==> src/rtl/coef_loader_pkg.sv <==
// coef_loader_pkg
//   Shared definitions for the coefficient loader:
//   - default widths for the RAM write port and the byte packing ratio
//   - FSM state encoding used by coef_loader
package coef_loader_pkg;

  localparam int ADDR_W_DEFAULT         = 14;
  localparam int DATA_W_DEFAULT         = 36;
  localparam int BYTES_PER_WORD_DEFAULT = 5;

  typedef enum logic [1:0] {
    IDLE    = 2'd0,
    COLLECT = 2'd1,
    WRITE   = 2'd2,
    FINISH  = 2'd3
  } state_t;

endpackage

==> src/rtl/byte_packer.sv <==
// byte_packer
//   Assembles BYTES_PER_WORD bytes, MSB first, into one DATA_W-bit word.
//   Bytes are shifted in from the bottom; bits shifted past the top of the
//   word are dropped, which is how the upper nibble of the first byte of a
//   36-bit word disappears.
// Ports
//   clk        : clock, posedge
//   rst_n      : asynchronous active-low reset
//   clear      : synchronous restart of the byte counter (new load)
//   byte_en    : a byte is accepted this cycle
//   byte_in    : byte being accepted
//   word_valid : the byte accepted this cycle completes a word
//   word_out   : assembled word (holds the completed word from the next cycle)
module byte_packer
  import coef_loader_pkg::*;
#(
  parameter int DATA_W         = DATA_W_DEFAULT,
  parameter int BYTES_PER_WORD = BYTES_PER_WORD_DEFAULT
) (
  input  logic              clk,
  input  logic              rst_n,
  input  logic              clear,
  input  logic              byte_en,
  input  logic [7:0]        byte_in,
  output logic              word_valid,
  output logic [DATA_W-1:0] word_out
);

  localparam int CNT_W = (BYTES_PER_WORD > 1) ? $clog2(BYTES_PER_WORD) : 1;
  localparam logic [CNT_W-1:0] LAST_IDX = CNT_W'(BYTES_PER_WORD - 1);

  logic [CNT_W-1:0]  cnt_reg;
  logic [DATA_W-1:0] word_reg;
  logic [DATA_W-1:0] word_next;

  // Shift the new byte in at the bottom; the cast keeps the low DATA_W bits.
  assign word_next  = DATA_W'({word_reg, byte_in});
  assign word_valid = byte_en && (cnt_reg == LAST_IDX);
  assign word_out   = word_reg;

  always_ff @(posedge clk or negedge rst_n) begin
    if (!rst_n) begin
      cnt_reg  <= '0;
      word_reg <= '0;
    end else if (clear) begin
      cnt_reg  <= '0;
      word_reg <= '0;
    end else if (byte_en) begin
      word_reg <= word_next;
      cnt_reg  <= (cnt_reg == LAST_IDX) ? '0 : cnt_reg + 1'b1;
    end
  end

endmodule

==> src/rtl/coef_loader.sv <==
// coef_loader
//   Loads a block of coefficient words from a byte stream into the left or
//   right coefficient RAM bank. A load is requested with load_start, which
//   captures the bank, first address and word count. Each group of
//   BYTES_PER_WORD bytes becomes one word, written with a single-cycle
//   strobe on weL or weR; the address increments (wrapping) after each
//   write. done pulses for one cycle at the end of the load.
// Ports
//   clockext100MHz : clock, posedge
//   reset          : asynchronous active-low reset
//   load_start     : load request (ignored and flagged while busy)
//   sel_right      : target bank, 0 = left, 1 = right
//   start_addr     : first write address
//   num_words      : number of words to load (0 completes immediately)
//   byte_in/byte_valid/byte_ready : byte stream handshake
//   addr_wr/data_wr/weL/weR       : RAM write port
//   busy, done, start_ignored     : status
module coef_loader
  import coef_loader_pkg::*;
#(
  parameter int ADDR_W         = ADDR_W_DEFAULT,
  parameter int DATA_W         = DATA_W_DEFAULT,
  parameter int BYTES_PER_WORD = BYTES_PER_WORD_DEFAULT
) (
  input  logic              clockext100MHz,
  input  logic              reset,
  input  logic              load_start,
  input  logic              sel_right,
  input  logic [ADDR_W-1:0] start_addr,
  input  logic [ADDR_W:0]   num_words,
  input  logic [7:0]        byte_in,
  input  logic              byte_valid,
  output logic              byte_ready,
  output logic [ADDR_W-1:0] addr_wr,
  output logic [DATA_W-1:0] data_wr,
  output logic              weL,
  output logic              weR,
  output logic              busy,
  output logic              done,
  output logic              start_ignored
);

  state_t              state_reg, state_next;
  logic                sel_reg, sel_next;
  logic [ADDR_W-1:0]   addr_reg, addr_next;
  logic [ADDR_W:0]     remain_reg, remain_next;
  logic                ign_reg, ign_next;

  logic                start_accept;
  logic                byte_accept;
  logic                word_valid;
  logic [DATA_W-1:0]   word_out;
  logic [1:0]          bank_we;

  assign start_accept = load_start && (state_reg == IDLE);
  assign byte_ready   = (state_reg == COLLECT);
  assign byte_accept  = byte_valid && byte_ready;

  byte_packer #(
    .DATA_W        (DATA_W),
    .BYTES_PER_WORD(BYTES_PER_WORD)
  ) u_packer (
    .clk       (clockext100MHz),
    .rst_n     (reset),
    .clear     (start_accept),
    .byte_en   (byte_accept),
    .byte_in   (byte_in),
    .word_valid(word_valid),
    .word_out  (word_out)
  );

  always_ff @(posedge clockext100MHz or negedge reset) begin
    if (!reset) begin
      state_reg  <= IDLE;
      sel_reg    <= 1'b0;
      addr_reg   <= '0;
      remain_reg <= '0;
      ign_reg    <= 1'b0;
    end else begin
      state_reg  <= state_next;
      sel_reg    <= sel_next;
      addr_reg   <= addr_next;
      remain_reg <= remain_next;
      ign_reg    <= ign_next;
    end
  end

  always_comb begin
    state_next  = state_reg;
    sel_next    = sel_reg;
    addr_next   = addr_reg;
    remain_next = remain_reg;
    ign_next    = ign_reg;

    case (state_reg)
      IDLE: begin
        if (load_start) begin
          sel_next    = sel_right;
          addr_next   = start_addr;
          remain_next = num_words;
          ign_next    = 1'b0;
          state_next  = (num_words == '0) ? FINISH : COLLECT;
        end
      end
      COLLECT: begin
        // The last byte of a word moves us to WRITE on the same edge that
        // latches it into the packer, so data is ready in WRITE.
        if (word_valid) begin
          state_next = WRITE;
        end
      end
      WRITE: begin
        addr_next   = addr_reg + 1'b1;
        remain_next = remain_reg - 1'b1;
        state_next  = (remain_reg == (ADDR_W+1)'(1)) ? FINISH : COLLECT;
      end
      FINISH: begin
        state_next = IDLE;
      end
      default: begin
        state_next = IDLE;
      end
    endcase

    if (load_start && (state_reg != IDLE)) begin
      ign_next = 1'b1;
    end
  end

  // One strobe per bank; sel_reg picks exactly one, so both never fire.
  for (genvar gi = 0; gi < 2; gi++) begin : g_bank_we
    assign bank_we[gi] = (state_reg == WRITE) && (sel_reg == 1'(gi));
  end

  assign weL           = bank_we[0];
  assign weR           = bank_we[1];
  assign addr_wr       = addr_reg;
  assign data_wr       = word_out;
  assign busy          = (state_reg != IDLE);
  assign done          = (state_reg == FINISH);
  assign start_ignored = ign_reg;

endmodule

==> config.mk <==
export PLATFORM = sky130hd
export DESIGN_NAME = coef_loader
export DESIGN_NICKNAME = d
export VERILOG_FILES = /design/src/rtl/coef_loader_pkg.sv /design/src/rtl/byte_packer.sv /design/src/rtl/coef_loader.sv
export SDC_FILE = /design/constraint.sdc
export NUM_CORES = 1
export LEC_CHECK = 0
export ABC_AREA = 1
export CAP_MARGIN = 20
export CORE_ASPECT_RATIO = 0.6
export CORE_MARGIN = 8
export CORE_UTILIZATION = 49
export CTS_CLUSTER_DIAMETER = 50
export DETAILED_ROUTE_END_ITERATION = 10
export GPL_TIMING_DRIVEN = 0
export PLACE_DENSITY_LB_ADDON = 0.3
export SYNTH_ARGS = -nofsm -noshare
export SYNTH_HDL_FRONTEND = slang
export SYNTH_SLANG_ARGS = --single-unit
==> constraint.sdc <==
create_clock -name clockext100MHz -period 1.6 [get_ports clockext100MHz]
set_clock_uncertainty 0.05 [all_clocks]
set_input_delay 0.24 -clock clockext100MHz [delete_from_list [all_inputs] [get_ports clockext100MHz]]
set_output_delay 0.24 -clock clockext100MHz [all_outputs]
set_load 0.02 [all_outputs]
; Word level (Yosys, flattened, before mapping)
; Index checks and enable logic that the tools add are counted.
[totals]
output_inout_bits = 56
word_cells = 52
input_bits = 42
register_bits = 72
[classes]
addsub = 3
eq_ne = 7
reduce_logical = 17
muxes = 17
bitwise = 1
[op_table]
columns = op, n
row1 = $mux 36, 2
row2 = $pmux 15 s2, 1
row3 = $pmux 14 s2, 1
row4 = $eq 15x1->1 const B, 1
row5 = $logic_not 15->1, 1
row6 = $mux 15, 1
row7 = $sub 15x1->15 const B, 1
row8 = $add 14x1->14 const B, 1
row9 = $mux 14, 1
row10 = $reduce_bool 2->1, 5
row11 = $mux 3, 3
row12 = $mux 2, 4
row13 = $pmux 2 s4, 1
row14 = $reduce_and 2->1, 4
row15 = $logic_and 1x1->1, 6
row16 = $eq 2x2->1 const B, 2
row17 = $add 3x1->3 const B, 1
row18 = $eq 3x3->1 const B, 1
row19 = $mux 1, 3
row20 = $eq 2x1->1 const B, 1
row21 = $logic_not 2->1, 1
row22 = $ne 2x1->1 const B, 1
row23 = $ne 2x2->1 const B, 1
row24 = $not 1->1, 1

; Depth between registers and ports, before layout
[logic_depth]
ltp_word = 5
ltp_mapped = 9

; Cells and area by module
; Synthesis repeated with hierarchy kept, for this count alone.
[hier_totals]
cells_unflattened = 520
area_unflattened_um2 = 3897.5
[by_module_without_submodules]
columns = mod, seq_area_each_um2, cells_each, n_inst, area_each_um2
row1 = coef_loader, 825.8, 368, 1, 2338.5
row2 = byte_packer, 975.9, 152, 1, 1559.0

; Least setup slack after synthesis
; Ideal clock, no wire load.
[synth_timing]
path_kind = register to register
start = register addr_reg[0] (netlist: addr_wr[0])
end = register addr_reg[10] (netlist: addr_wr[10])
arrival_ns = 1.282
synth_period_minus_slack_ns = 1.460
path_stages_with_launch = 9
setup_slack_ns = 0.140
setup_ns = 0.128
cell_sequence = dfrtp_1 -> ha_1 -> nand2_1 -> inv_1 -> nand2_2 -> nor2_1 -> nand3b_1 -> nand2_1 -> a21boi_0
[synth_via]
elab_chain_cells = 2
[synth_lines]
columns = element, line
row1 = from (decl), coef_loader.sv:45  ; logic [ADDR_W-1:0] addr_reg, addr_next;
row2 = from (signal assigned), coef_loader.sv:82  ; addr_reg <= addr_next;
row3 = $add 14x1->14, coef_loader.sv:113  ; addr_next = addr_reg + 1'b1;
row4 = $pmux 14 s2, coef_loader.sv:95  ; case (state_reg)
; No other way between the ends.
; A chain may end at the register's enable or synchronous reset.

; Worst setup path in the final report
[layout_timing]
start = register state_reg[1]
end = output port weR
[layout_via]
elab_chain_cells = 2
[layout_lines]
columns = element, line
row1 = from (decl), coef_loader.sv:43  ; state_t state_reg, state_next;
row2 = from (signal assigned), coef_loader.sv:80  ; state_reg <= state_next;
row3 = $eq 2x2->1, coef_loader.sv:132  ; assign bank_we[gi] = (state_reg == WRITE) && (sel_reg == 1'(gi));
row4 = $logic_and 1x1->1, coef_loader.sv:132
row5 = to (decl), coef_loader.sv:37  ; output logic weR,
; No other way between the ends.

==> reports/qor.csv <==
stage,metric,value,unit
worst_setup_path,r2r_slack,0.05,ns
timing,fin_setup_tns,-0.000469,ns
run_status,outcome,"finished, violations left",
worst_setup_path,end_kind,output port,
routing,drc,0,
clock_network,cts.clk_slew.worst_paths,0.05,ns
worst_setup_path,path_max_fanout,5,
timing,grt_setup_unrepaired,true,
yosys,syn-cell-area,0.00377,mm2
pwr,power_density,1970,mW/mm2
final_layout,utilization,71.4,%
timing,slew_viol_final,0,
clock_network,cts_max_path_buffers,2,
timing,fmax,625,MHz
routing,post_drt_wl_per_cell,17.0,um
timing,setup_viol,1,
routing,drt-total-wl,12100,um
final_layout,area_delta_synth_final,39.4,%
worst_setup_path,path_class,reg -> out,
placement,port_buffers,97,
job,cap_violations,0,
placement,place_hpwl,8770,um
final_layout,final_common_cell,nand2_1,
clock_network,clock_sinks,72,
final_layout,largest_reg_flops,36,
worst_setup_path,arrival,1.31,ns
floorplanning,die_w,129,um
routing,antenna_left,0,
clock_network,cts_tree,yes,
timing,tightestPinTransition,0.325,ns
worst_setup_path,worst_r2r_path_depth,9,
yosys,synth_cells,493,
floorplanning,initial_utilization,51.2,%
timing,final.setup.worst_slack,-0.000469,ns
min_path,min_path_type,in -> async,
worst_setup_path,worstPathRequired,1.31,ns
timing,timing.final.hold_violations,0,
global_routing,grt.total_usage,22.7,%
yosys,ys_ff_latch,72,
clock_network,clk_root_buffer_cell,clkbuf_16,
floorplanning,die_h,83.9,um
yosys,ys_types,31,
final_layout,mostFrequentLayoutCells,"nand2_1 (112), dfrtp_1 (70), inv_1 (67)",
routing,via_per_inst,5.52,
timing,fin_crit_sh,100,%
timing,min_period,1.60,ns
worst_setup_path,crit_path_start_kind,register,
yosys,syn_avg_cell_area,7.64,um2
global_routing,grt_max_degree,52,
clock_network,numCtsBuffers,9,
placement,pre_cts_ws,-0.375,ns
routing,drt_iter0_markers,355,
pwr,vdd_ir_drop_max,0.00130,V
run_status,violations,setup timing,
placement,gp_congestion,0.934,
global_routing,grt_pass1_vias,3787,
clock_network,htreeDepth,3,
yosys,yosysWarnings,0,
final_layout,final_cell_area,0.00525,mm2
timing,slew_headroom,78.3,%
floorplanning,fp.coreArea,0.00736,mm2
final_layout,final_nets,653,
floorplanning,die_area,0.0108,mm2
floorplanning,rows,24,
placement,dpl-instance-area,0.00489,mm2
global_routing,antenna_found_initial,0,
clock_network,clkLatencyLatePin,0.34,ns
final_layout,drive_above_1_share,11.3,%
global_routing,grt_pass1_wl,19500,um
global_routing,grt.overflow.total,0,
timing,timing.hold.ws,0.295,ns
routing,dr.pass1.iters,5,
routing,num_vias,3944,
final_layout,antenna_cells,0,
pwr,p_leak,2.69,nW
yosys,synth_nets,540,
floorplanning,ioPinCount,98,
yosys,seq_area_frac_synth,47.8,%
-- per-layer routing --
layer,vias up,share of wire [%],global-route usage [%]
met5,-,0,0
met4,0,2.1,9.86
met3,29,10,7.91
met2,219,45,32.8
met1,1870,43,29.8
li1,1826,-,-
-- synthesized netlist by cell type --
| cell | count | area, um2 |
|---|---|---|
| nand2_1 | 114 | 428 |
| dfrtp_1 | 72 | 1800 |
| inv_1 | 67 | 251 |
| nor2_1 | 62 | 233 |
| nand3_1 | 46 | 230 |
| o21ai_0 | 44 | 220 |
| o22ai_1 | 24 | 150 |
| buf_2 | 9 | 45.0 |
| a21oi_1 | 7 | 35.0 |
| buf_6 | 5 | 56.3 |
| ha_1 | 5 | 62.6 |
| inv_2 | 5 | 18.8 |
| nand4_1 | 4 | 25.0 |
| a22oi_1 | 3 | 22.5 |
| nand2_2 | 3 | 18.8 |
| a211oi_1 | 2 | 15.0 |
| a21boi_0 | 2 | 15.0 |
| a21oi_2 | 2 | 17.5 |
| buf_4 | 2 | 15.0 |
| nand3b_1 | 2 | 15.0 |
| nor3_1 | 2 | 10.0 |
| xor2_1 | 2 | 17.5 |
| clkbuf_1 | 1 | 3.75 |
| clkbuf_2 | 1 | 5.00 |
| nand2_4 | 1 | 11.3 |
| nor2_2 | 1 | 6.26 |
| nor2_4 | 1 | 11.3 |
| o211ai_1 | 1 | 7.51 |
| o21ai_1 | 1 | 5.00 |
| o31ai_1 | 1 | 7.51 |
| or2_2 | 1 | 6.26 |
-- through the flow --
step	power (mW)	instances
final	10.3	714
after global routing	11.0	714
after detailed placement	8.59	695
after floorplan	6.31	493
after CTS	10.2	714
after global placement	8.38	694
-- repair_timing --
action / 4_1_cts / 5_1_grt
resized for setup: 69 / 30
hold buffers: 1 / 0
endpoints found under the hold margin: 21 / 0
buffers inserted: 3 / 0
pin swaps: 1 / 0
setup endpoints to repair: 41 / 54
-- final timing paths --
kind,start,to
setup / recovery,state_reg[1],weR
hold / removal,reset,addr_wr[3]
setup reg to reg,state_reg[1],remain_reg[10]
hold reg to reg,remain_reg[14],remain_reg[14]
max in group asynchronous,reset,state_reg[0]
min in group clockext100MHz,byte_in[4],u_packer.word_out[4]
-- report_power, final --
group | internal, mW | switching (mW) | leakage [nW]
logic | 1.94 | 3.25 | 1.65
clock network | 1.03 | 0.747 | 0.132
registers | 2.64 | 0.726 | 0.910
-- cell families after synthesis --
family | synth area share [%]
DFF | 47.8
buffers and inverters | 10.5
adders and majority gates | 1.66
xor gates and xnor gates | 0.465
AOI/OAI and AO/OA | 13.2
and+or+nand+nor | 26.4
-- final cells by class --
type                            count  area [um2]
Buffer                             18         165
Clock buffer                       10         229
Clock inverter                      5        25.0
Fill cell                         577        2110
Inverter                           72         275
Multi-Input combinational cell    331        1620
Sequential cell                    72        1800
Tap cell                          104         130
Timing Repair Buffer              102        1000
-- worst max-delay path: stages (launching register included) --
cell and delay (ns):
dfrtp_2 0.45, buf_4 0.16, nand2_4 0.07, buf_8 0.12, nor2_2 0.03, buf_4 0.15
Power figures use the tool's default switching activity.
